[src/rtl/pmt_pkg.sv]
// ---------------------------------------------------------------------------
// pmt_pkg
// Shared definitions for the PMT acquisition sequencer: default timing
// parameters, sequencer state codes and a small state-decode helper.
// ---------------------------------------------------------------------------
package pmt_pkg;

  localparam int TICKS_PER_UNIT_DEF = 5000;  // 100 us at 50 MHz
  localparam int TIMER_W_DEF        = 22;    // holds 255 * 5000
  localparam int BIN_W_DEF          = 16;

  // Sequencer states
  localparam logic [2:0] ST_IDLE  = 3'd0;
  localparam logic [2:0] ST_ARM   = 3'd1;
  localparam logic [2:0] ST_RUN   = 3'd2;
  localparam logic [2:0] ST_DRAIN = 3'd3;
  localparam logic [2:0] ST_DONE  = 3'd4;

  // A run is in progress in ARM, RUN and DRAIN
  function automatic logic state_is_busy(input logic [2:0] st);
    logic v_busy;
    case (st)
      ST_ARM, ST_RUN, ST_DRAIN: v_busy = 1'b1;
      default:                  v_busy = 1'b0;
    endcase
    return v_busy;
  endfunction

endpackage

[src/rtl/pmt_bin_timer.sv]
// ---------------------------------------------------------------------------
// pmt_bin_timer
// Timebin down-counter. Loads a start value, counts down while enabled and
// flags the boundary cycle (counter at zero while enabled).
//   clk, reset_n : clock, async active-low reset
//   i_load       : load i_load_val on the next edge (has priority)
//   i_load_val   : start value (bin length in cycles minus one)
//   i_en         : count down / report boundaries
//   o_tick       : boundary cycle
// ---------------------------------------------------------------------------
module pmt_bin_timer #(
  parameter int TIMER_W = 22
) (
  input  logic               clk,
  input  logic               reset_n,
  input  logic               i_load,
  input  logic [TIMER_W-1:0] i_load_val,
  input  logic               i_en,
  output logic               o_tick
);

  logic [TIMER_W-1:0] r_timer;

  // Down-counter; a reload on the boundary cycle keeps the bin period exact
  always_ff @(posedge clk or negedge reset_n) begin
    if (!reset_n) begin
      r_timer <= {TIMER_W{1'b0}};
    end else if (i_load) begin
      r_timer <= i_load_val;
    end else if (i_en) begin
      r_timer <= r_timer - {{(TIMER_W-1){1'b0}}, 1'b1};
    end else begin
      r_timer <= r_timer;
    end
  end

  assign o_tick = i_en && (r_timer == {TIMER_W{1'b0}});

endmodule

[src/rtl/pmt_acq_sequencer.sv]
// ---------------------------------------------------------------------------
// pmt_acq_sequencer
// Run controller for the PMT timebin counter path. Generates bin boundaries,
// clears the external photon counter at each boundary, captures its count
// and hands each count to the readout over valid/ready.
//   clk, reset_n   : clock, async active-low reset
//   start, abort   : one-cycle run request / cancel (abort wins)
//   bin_factor     : bin length in units, latched at start (0 is rejected)
//   num_bins       : bins per run, latched at start (0 = free-run)
//   count_in       : live PMT count
//   counter_clear  : clear pulse to the PMT counter (ARM and each boundary)
//   data_out/_valid/_ready : captured count handshake
//   bin_index      : 1-based index of the last captured bin
//   busy, done     : run in progress / normal end pulse
//   overrun        : sticky, unread bin overwritten
//   cfg_err        : sticky, start rejected for bin_factor == 0
//   led            : toggles at every bin boundary
// ---------------------------------------------------------------------------
module pmt_acq_sequencer
  import pmt_pkg::*;
#(
  parameter int TICKS_PER_UNIT = TICKS_PER_UNIT_DEF,
  parameter int TIMER_W        = TIMER_W_DEF,
  parameter int BIN_W          = BIN_W_DEF
) (
  input  logic             clk,
  input  logic             reset_n,
  input  logic             start,
  input  logic             abort,
  input  logic [7:0]       bin_factor,
  input  logic [BIN_W-1:0] num_bins,
  input  logic [7:0]       count_in,
  output logic             counter_clear,
  output logic [7:0]       data_out,
  output logic             data_valid,
  input  logic             data_ready,
  output logic [BIN_W-1:0] bin_index,
  output logic             busy,
  output logic             done,
  output logic             overrun,
  output logic             cfg_err,
  output logic             led
);

  logic [2:0]         r_state;
  logic [7:0]         r_bin_factor;
  logic [BIN_W-1:0]   r_num_bins;
  logic [7:0]         r_data_out;
  logic               r_data_valid;
  logic [BIN_W-1:0]   r_bin_index;
  logic               r_overrun;
  logic               r_cfg_err;
  logic               r_led;

  logic               w_tick;
  logic               w_timer_load;
  logic               w_timer_en;
  logic [TIMER_W-1:0] w_load_val;
  logic               w_xfer;
  logic               w_capture;
  logic               w_last_bin;

  // Handshake, boundary and timer-control decode
  always_comb begin
    w_xfer       = r_data_valid && data_ready;
    w_timer_en   = (r_state == ST_RUN);
    w_capture    = w_tick && !abort;
    w_timer_load = (r_state == ST_ARM) || w_tick;
    // Full-width product: bin_factor * TICKS_PER_UNIT - 1, never truncated
    w_load_val   = ({{(TIMER_W-8){1'b0}}, r_bin_factor} * TIMER_W'(TICKS_PER_UNIT))
                   - {{(TIMER_W-1){1'b0}}, 1'b1};
    w_last_bin   = (r_num_bins != {BIN_W{1'b0}}) &&
                   ((r_bin_index + {{(BIN_W-1){1'b0}}, 1'b1}) == r_num_bins);
  end

  pmt_bin_timer #(
    .TIMER_W (TIMER_W)
  ) u_bin_timer (
    .clk        (clk),
    .reset_n    (reset_n),
    .i_load     (w_timer_load),
    .i_load_val (w_load_val),
    .i_en       (w_timer_en),
    .o_tick     (w_tick)
  );

  // Sequencer state, capture register and handshake
  always_ff @(posedge clk or negedge reset_n) begin
    if (!reset_n) begin
      r_state      <= ST_IDLE;
      r_bin_factor <= 8'd0;
      r_num_bins   <= {BIN_W{1'b0}};
      r_data_out   <= 8'd0;
      r_data_valid <= 1'b0;
      r_bin_index  <= {BIN_W{1'b0}};
      r_overrun    <= 1'b0;
      r_cfg_err    <= 1'b0;
      r_led        <= 1'b0;
    end else begin
      // Capture beats accept: a same-cycle accept consumes the old bin, so
      // valid stays up and only an unaccepted old bin counts as overrun.
      if (abort && (r_state != ST_IDLE)) begin
        r_data_valid <= 1'b0;
      end else if (w_capture) begin
        r_data_out   <= count_in;
        r_data_valid <= 1'b1;
        r_bin_index  <= r_bin_index + {{(BIN_W-1){1'b0}}, 1'b1};
        r_led        <= ~r_led;
        if (r_data_valid && !data_ready) begin
          r_overrun <= 1'b1;
        end
      end else if (w_xfer) begin
        r_data_valid <= 1'b0;
      end

      case (r_state)
        ST_IDLE: begin
          if (start && !abort) begin
            if (bin_factor != 8'd0) begin
              r_bin_factor <= bin_factor;
              r_num_bins   <= num_bins;
              r_overrun    <= 1'b0;
              r_cfg_err    <= 1'b0;
              r_bin_index  <= {BIN_W{1'b0}};
              r_state      <= ST_ARM;
            end else begin
              r_cfg_err <= 1'b1;
            end
          end
        end
        ST_ARM: begin
          r_state <= abort ? ST_IDLE : ST_RUN;
        end
        ST_RUN: begin
          if (abort) begin
            r_state <= ST_IDLE;
          end else if (w_capture && w_last_bin) begin
            r_state <= ST_DRAIN;
          end
        end
        ST_DRAIN: begin
          if (abort) begin
            r_state <= ST_IDLE;
          end else if (!r_data_valid || w_xfer) begin
            r_state <= ST_DONE;
          end
        end
        ST_DONE: begin
          r_state <= ST_IDLE;
        end
        default: begin
          r_state <= ST_IDLE;
        end
      endcase
    end
  end

  // Clear is issued in ARM and on the boundary cycle itself, so clear pulses
  // are exactly one bin period apart.
  assign counter_clear = (r_state == ST_ARM) || w_tick;
  assign data_out      = r_data_out;
  assign data_valid    = r_data_valid;
  assign bin_index     = r_bin_index;
  assign busy          = state_is_busy(r_state);
  assign done          = (r_state == ST_DONE);
  assign overrun       = r_overrun;
  assign cfg_err       = r_cfg_err;
  assign led           = r_led;

endmodule

[config.mk]
export PLATFORM = sky130hd
export DESIGN_NAME = pmt_acq_sequencer
export DESIGN_NICKNAME = d
export VERILOG_FILES = /design/src/rtl/pmt_pkg.sv /design/src/rtl/pmt_bin_timer.sv /design/src/rtl/pmt_acq_sequencer.sv
export SDC_FILE = /design/constraint.sdc
export NUM_CORES = 1
export LEC_CHECK = 0
export ABC_AREA = 1
export BUFFER_PORTS_ARGS = -buffer_cell sky130_fd_sc_hd__buf_2
export CELL_PAD_IN_SITES_DETAIL_PLACEMENT = 1
export CELL_PAD_IN_SITES_GLOBAL_PLACEMENT = 1
export CORE_UTILIZATION = 39
export DETAILED_ROUTE_END_ITERATION = 10
export HOLD_SLACK_MARGIN = 0.15
export PLACE_DENSITY = 0.84
export SYNTH_ARGS = -nofsm -noshare
export SYNTH_HDL_FRONTEND = slang
export SYNTH_SLANG_ARGS = --single-unit
[constraint.sdc]
create_clock -name clk -period 3.9 [get_ports clk]
set_clock_uncertainty 0.2 [all_clocks]
set_input_delay 0.585 -clock clk [delete_from_list [all_inputs] [get_ports clk]]
set_output_delay 0.585 -clock clk [all_outputs]
set_load 0.01 [all_outputs]
# [Word level (Yosys, flattened, before mapping)]
# Cells that the tools add are included.
[op_classes] bitwise_logic=2 add_sub_neg=3 eq_ne=9 n_reduce_logical=25 muxes=26 multipliers=1
[ops] operator="16-bit two-way mux" n=5
[ops] operator="22-bit two-way mux" n=2
[ops] operator="22-bit zero test" n=1
[ops] operator="21-bit by 1-bit subtractor with 22-bit output (second input constant)" n=1
[ops] operator="22-bit by 1-bit subtractor with 22-bit output (second input constant)" n=1
[ops] operator="8-bit by 10-bit multiplier with 18-bit output (second input constant)" n=1
[ops] operator="3-bit two-way mux" n=6
[ops] operator="16-bit by 1-bit adder with 16-bit output (second input constant)" n=1
[ops] operator="16-bit == test" n=1
[ops] operator="16-bit nonzero test" n=1
[ops] operator="3-bit one-hot mux with 4 select lines" n=1
[ops] operator="1-bit two-way mux" n=11
[ops] operator="1-bit logical AND" n=8
[ops] operator="8-bit nonzero test" n=1
[ops] operator="3-bit by 2-bit == test with 1-bit output (second input constant)" n=2
[ops] operator="3-bit inequality test (second input constant)" n=2
[ops] operator="3-bit nonzero test" n=2
[ops] operator="2-bit inequality test (second input constant)" n=2
[ops] operator="2-bit AND reduction" n=2
[ops] operator="4-bit AND reduction" n=1
[ops] operator="3-bit by 1-bit == test with 1-bit output (second input constant)" n=1
[ops] operator="3-bit == test (second input constant)" n=1
[ops] operator="1-bit zero test" n=3
[ops] operator="3-bit zero test" n=1
[ops] operator="other kinds (6)" n=8
[word_totals] ff_bits=77 word_cells=76 output_inout_bits=31 inputBits=37

# [Logic depth before layout (Yosys ltp)]
[depth] depth_word=8 ltp_mapped=23 depth_no_buf=23

# [Modules after synthesis]
# A second synthesis with hierarchy kept.
[hier_totals] hier_cells=840 hier_area_um2=6045.8
[modules_own_cells] module="pmt_acq_sequencer" cells_each=630 instances=1 seq_area_each_um2=1376.3 area_per_inst_um2=4540.6
[modules_own_cells] module="pmt_bin_timer" cells_each=210 instances=1 seq_area_each_um2=550.5 area_per_inst_um2=1505.2

# [Worst setup path before layout]
# OpenSTA, ideal clock, no wires.
[synth_path] kind="register to register" from="register r_bin_factor[2]" to="register u_bin_timer.r_timer[19]" path_stages_with_launch=18 setup_slack_ps=-154 t_arrival_ps=3741 setup_ps=113 path_cell_list="dfrtp_1 > inv_1 > ha_1 > ha_1 > inv_1 > fa_1 > fa_1 > fa_1 > nand3_1 > nor2_1 > and3_1 > nand3_1 > nor3_2 > nand2_1 > nand2_1 > nand3_1 > nand2_1 > inv_1"
[synth_via] elab_chain_len=3
[synth_rtl] element="from (decl)" line="pmt_acq_sequencer.sv:46" text="logic [7:0] r_bin_factor;"
[synth_rtl] element="from (signal assigned)" line="pmt_acq_sequencer.sv:120" text="r_bin_factor <= bin_factor;"
[synth_rtl] element="8-bit by 10-bit multiplier with 18-bit output" line="pmt_acq_sequencer.sv:70" text="w_load_val = ({{(TIMER_W-8){1'b0}}, r_bin_factor} * TIMER_W'(TICKS_PER_UNIT))"
[synth_rtl] element="21-bit by 1-bit subtractor with 22-bit output" line="pmt_acq_sequencer.sv:71" text="- {{(TIMER_W-1){1'b0}}, 1'b1};"
[synth_rtl] element="22-bit two-way mux" line="pmt_bin_timer.sv:28" text="end else if (i_load) begin"
[synth_rtl] element="to (signal assigned)" line="pmt_bin_timer.sv:27" text="r_timer <= {TIMER_W{1'b0}};"
[synth_rtl] element="to (signal assigned)" line="pmt_bin_timer.sv:29" text="r_timer <= i_load_val;"
[synth_rtl] element="to (signal assigned)" line="pmt_bin_timer.sv:31" text="r_timer <= r_timer - {{(TIMER_W-1){1'b0}}, 1'b1};"
[synth_rtl] element="to (decl)" line="pmt_bin_timer.sv:22" text="logic [TIMER_W-1:0] r_timer;"
# Every way passes these cells.
# A chain may end at the register's enable or synchronous reset.

# [Final worst setup path]
[layout_path] from="register r_bin_factor[3]" to="register u_bin_timer.r_timer[19]"
# The elaborated chain is that of the path after synthesis.

==> out/results.tsv <==
stage	metric	value	unit
logic_synthesis	number of flops mapped to enable cells by yosys	0	
cells_and_area	layout cells sized above 1	0.242	
critical_path	critical path class	reg -> reg	
cells_and_area	Final Core Density	0.504	
logic_synthesis	yosys synthesis warning count	0	
sta	post-layout minimum cycle time	4.15	ns
route	Initial DRC Count	402	
clock_network	clock sinks	77	
route	DR vias	5844	
sta	fin worst setup slack	-0.253	ns
route	# DRC	6	
sta	Max-slew headroom	0.461	
floorplan	# rows	44	
cells_and_area	Multi-input gate area	3760	um^2
clock_network	worst-case clock buffer depth	2	
cells_and_area	# diodes	0	
placed_design	DP Wirelength	13100	um
cells_and_area	Register Area	1930	um^2
critical_path	CP Launch Type	flip-flop	
cells_and_area	Layout area overhead	25.5	%
critical_path	Register-to-Register Path Depth	22	
hold_path	Hold Path Stages	3	
outcome	status	finished, violations left	
global_routing	GRT overflow	0	
clock_network	Root Buffer	clkbuf_16	
sta	FMAX	241	MHz
clock_network	Skew-Pair Late Insertion Delay	0.35	ns
global_routing	via count of the first global-routing pass	5892	
sta	fin. max-slew vios	0	
global_routing	GRT Resource Usage Total	0.233	
cells_and_area	Fillers	1860	
outcome	failing checks	DRC, setup timing	
route	drt wl/cell	17.0	um
run	max cap viols	0	
sta	final hold violation count	0	
logic_synthesis	Async S/R FF share, synth	1.00	
logic_synthesis	post-synth cell types	48	
clock_network	CTS tree	yes	
placed_design	RePlAce Congestion	0.791	
floorplan	Initial Util	0.401	
route	post-route ant nets	0	
sta	worst hold margin	0.230	ns
cells_and_area	post-route insts no fill	1101	
clock_network	clock-pin transition on the worst setup and hold timing paths	0.06	ns
critical_path	Worst Path Required	3.95	ns
clock_network	H-tree levels	3	
sta	RSZ-0062 raised after global routing	yes	
floorplan	core region area	14600	um^2
global_routing	largest net degree at the start of global routing	61	
sta	Post-Route Setup TNS	-1.60	ns
critical_path	worst-path fanout max	4	
sta	setup violators final	8	
critical_path	CP Data Arrival Time	4.20	ns
critical_path	crit path capture type	flip-flop	
hold_path	HP Class	in -> reg	
global_routing	initial antenna violation count	0	
floorplan	Die Wd	125	um
cells_and_area	nets	1004	
logic_synthesis	Syn Area/Cell	7.36	um^2
floorplan	die area	15600	um^2
floorplan	Ports	68	
global_routing	first-pass GRT wire length	29000	um
route	TritonRoute pass-1 iters	8	
floorplan	die outline height	125	um
sta	slew of the pin with the lowest slew margin	0.809	ns
critical_path	reg2reg setup slack	-0.25	ns
logic_synthesis	Synthesized Nets	890	
sta	crit share post-route	1.06	
route	post-DR vias/cell	5.31	
clock_network	TritonCTS Buffers	9	
logic_synthesis	sequential area share after synthesis	0.328	
placed_design	placed cells	1079	
logic_synthesis	Syn Inst Count	798	
logic_synthesis	Syn Std Cell Area	5880	um^2
logic_synthesis	Post-synth top flop	dfrtp_1	
route	routed wire length	18700	um
logic_synthesis	Yosys reg bits	77	
placed_design	port buffer count	67	
-- synth_stat cells, types with 3 or more instances --
cell type    n  share of area
nor2_1      99          0.063
a31oi_1      8         0.0085
inv_1       98          0.063
o211ai_1     4         0.0051
nand3_2      4         0.0068
nand4_1     14          0.015
clkbuf_1     7         0.0045
dfrtp_1     77           0.33
o21ai_0     65          0.055
a21oi_1     37          0.032
fa_1        12          0.041
xor2_1      24          0.036
ha_1        43          0.092
o21bai_1     3         0.0038
nand3_1     43          0.037
nor3_1       5         0.0043
or2_2        3         0.0032
nor4_1       4         0.0043
inv_2        7         0.0045
nand2_1    189           0.12
nand3b_1     6         0.0077
buf_2        6         0.0051
nor2_2       5         0.0053
-- path summary, 6_finish.rpt --
check,endpoint,from
setup / recovery,u_bin_timer.r_timer[19],r_bin_factor[3]
hold reg to reg,led,led
min in group asynchronous,data_out[4],reset_n
max in group asynchronous,r_num_bins[1],reset_n
setup reg to reg,u_bin_timer.r_timer[19],r_bin_factor[3]
hold / removal,r_num_bins[14],num_bins[14]
-- critical path, stage by stage, from the launching register on --
cell and delay, ns:
dfrtp_2 0.43, inv_2 0.09, ha_4 0.20, ha_4 0.26, inv_2 0.03, fa_1 0.51, fa_1 0.56, fa_2 0.42
inv_2 0.09, nand3_2 0.11, nand2_2 0.12, buf_6 0.10, nand4_1 0.11, nand2_1 0.10, nand2_1 0.06, nand2_2 0.10
inv_4 0.05, nor3_4 0.20, nand2_1 0.07, nand2_1 0.06, nand3_1 0.06, nand2_1 0.07, inv_1 0.04
-- flip-flops by register name, summed over array words and instances (netlist names) --
signal / count
u_bin_timer.r_timer: 22
r_num_bins: 16
overrun: 1
data_valid: 1
bin_index: 16
cfg_err: 1
r_state: 3
r_bin_factor: 8
data_out: 8
led: 1
-- logic make-up (layout without fill, tap and decap cells) --
| group | Yosys count | after routing | synth area share |
|---|---|---|---|
| AOI/OAI and AO/OA | 128 | 128 | 0.120 |
| xor gates and xnor gates | 27 | 27 | 0.0428 |
| adders and majority gates | 55 | 55 | 0.132 |
| buffers and inverters | 123 | 242 | 0.0835 |
| DFF | 77 | 77 | 0.328 |
| and+or+nand+nor | 388 | 388 | 0.293 |
-- placed cells by master, fill, tap and decap left out, drive strengths merged --
cell,synthesis,final
nand2,192,192
buf,10,119
inv,106,107
nor2,106,106
dfrtp,77,77
o21ai,67,67
nand3,48,48
ha,43,43
a21oi,37,37
xor2,24,24
nand4,14,14
fa,12,12
clkbuf,7,9
nor3,9,9
a31oi,8,8
nand3b,6,6
or2,5,5
nor4,4,4
o211ai,4,4
clkinv,0,4
o21bai,3,3
and2,2,2
o31ai,2,2
a22o,2,2
xnor2,2,2
xor3,1,1
a21o,1,1
o2111ai,1,1
and3,1,1
o221ai,1,1
a22oi,1,1
nor3b,1,1
o22ai,1,1
clkinvlp,0,1
bufinv,0,1
dlygate4sd3,0,1
-- cell type report --
cell class              instances  area share
multi-input cells             598       0.510
flip-flops and latches         77       0.262
repair buffers                120       0.102
inverters                     106      0.0546
well taps                     184      0.0312
clock buffers                   9      0.0305
clock inverters                 7      0.0100
-- what timing repair did --
action                                 in CTS  in global routing
resized for setup                           9                 60
hold buffers                                1                  0
setup endpoints to repair                   7                 11
endpoints found under the hold margin       3                  0
buffers inserted                            1                  6
pin swaps                                   2                 23
-- stage by stage --
stage | setup WS (ns) | instance area, um^2
floorplan | 0.00595 | 5910
global placement | -0.0827 | 6740
detailed placement | -0.213 | 6740
CTS | -0.139 | 7090
global route | -0.415 | 7370
finish | -0.253 | 7370
-- metal layers --
| layer | up-vias | GRT usage | wire, um |
|---|---|---|---|
| met5 | - | 0 | 0 |
| met3 | 16 | 0.0314 | 548 |
| li1 | 2828 | - | - |
| met1 | 2907 | 0.301 | 8180 |
| met4 | 0 | 0.0559 | 218 |
| met2 | 93 | 0.410 | 9720 |
Power is left out: the tool's default activity adds up to more than one toggle a clock period on the data nets, which glitch-free logic cannot reach.
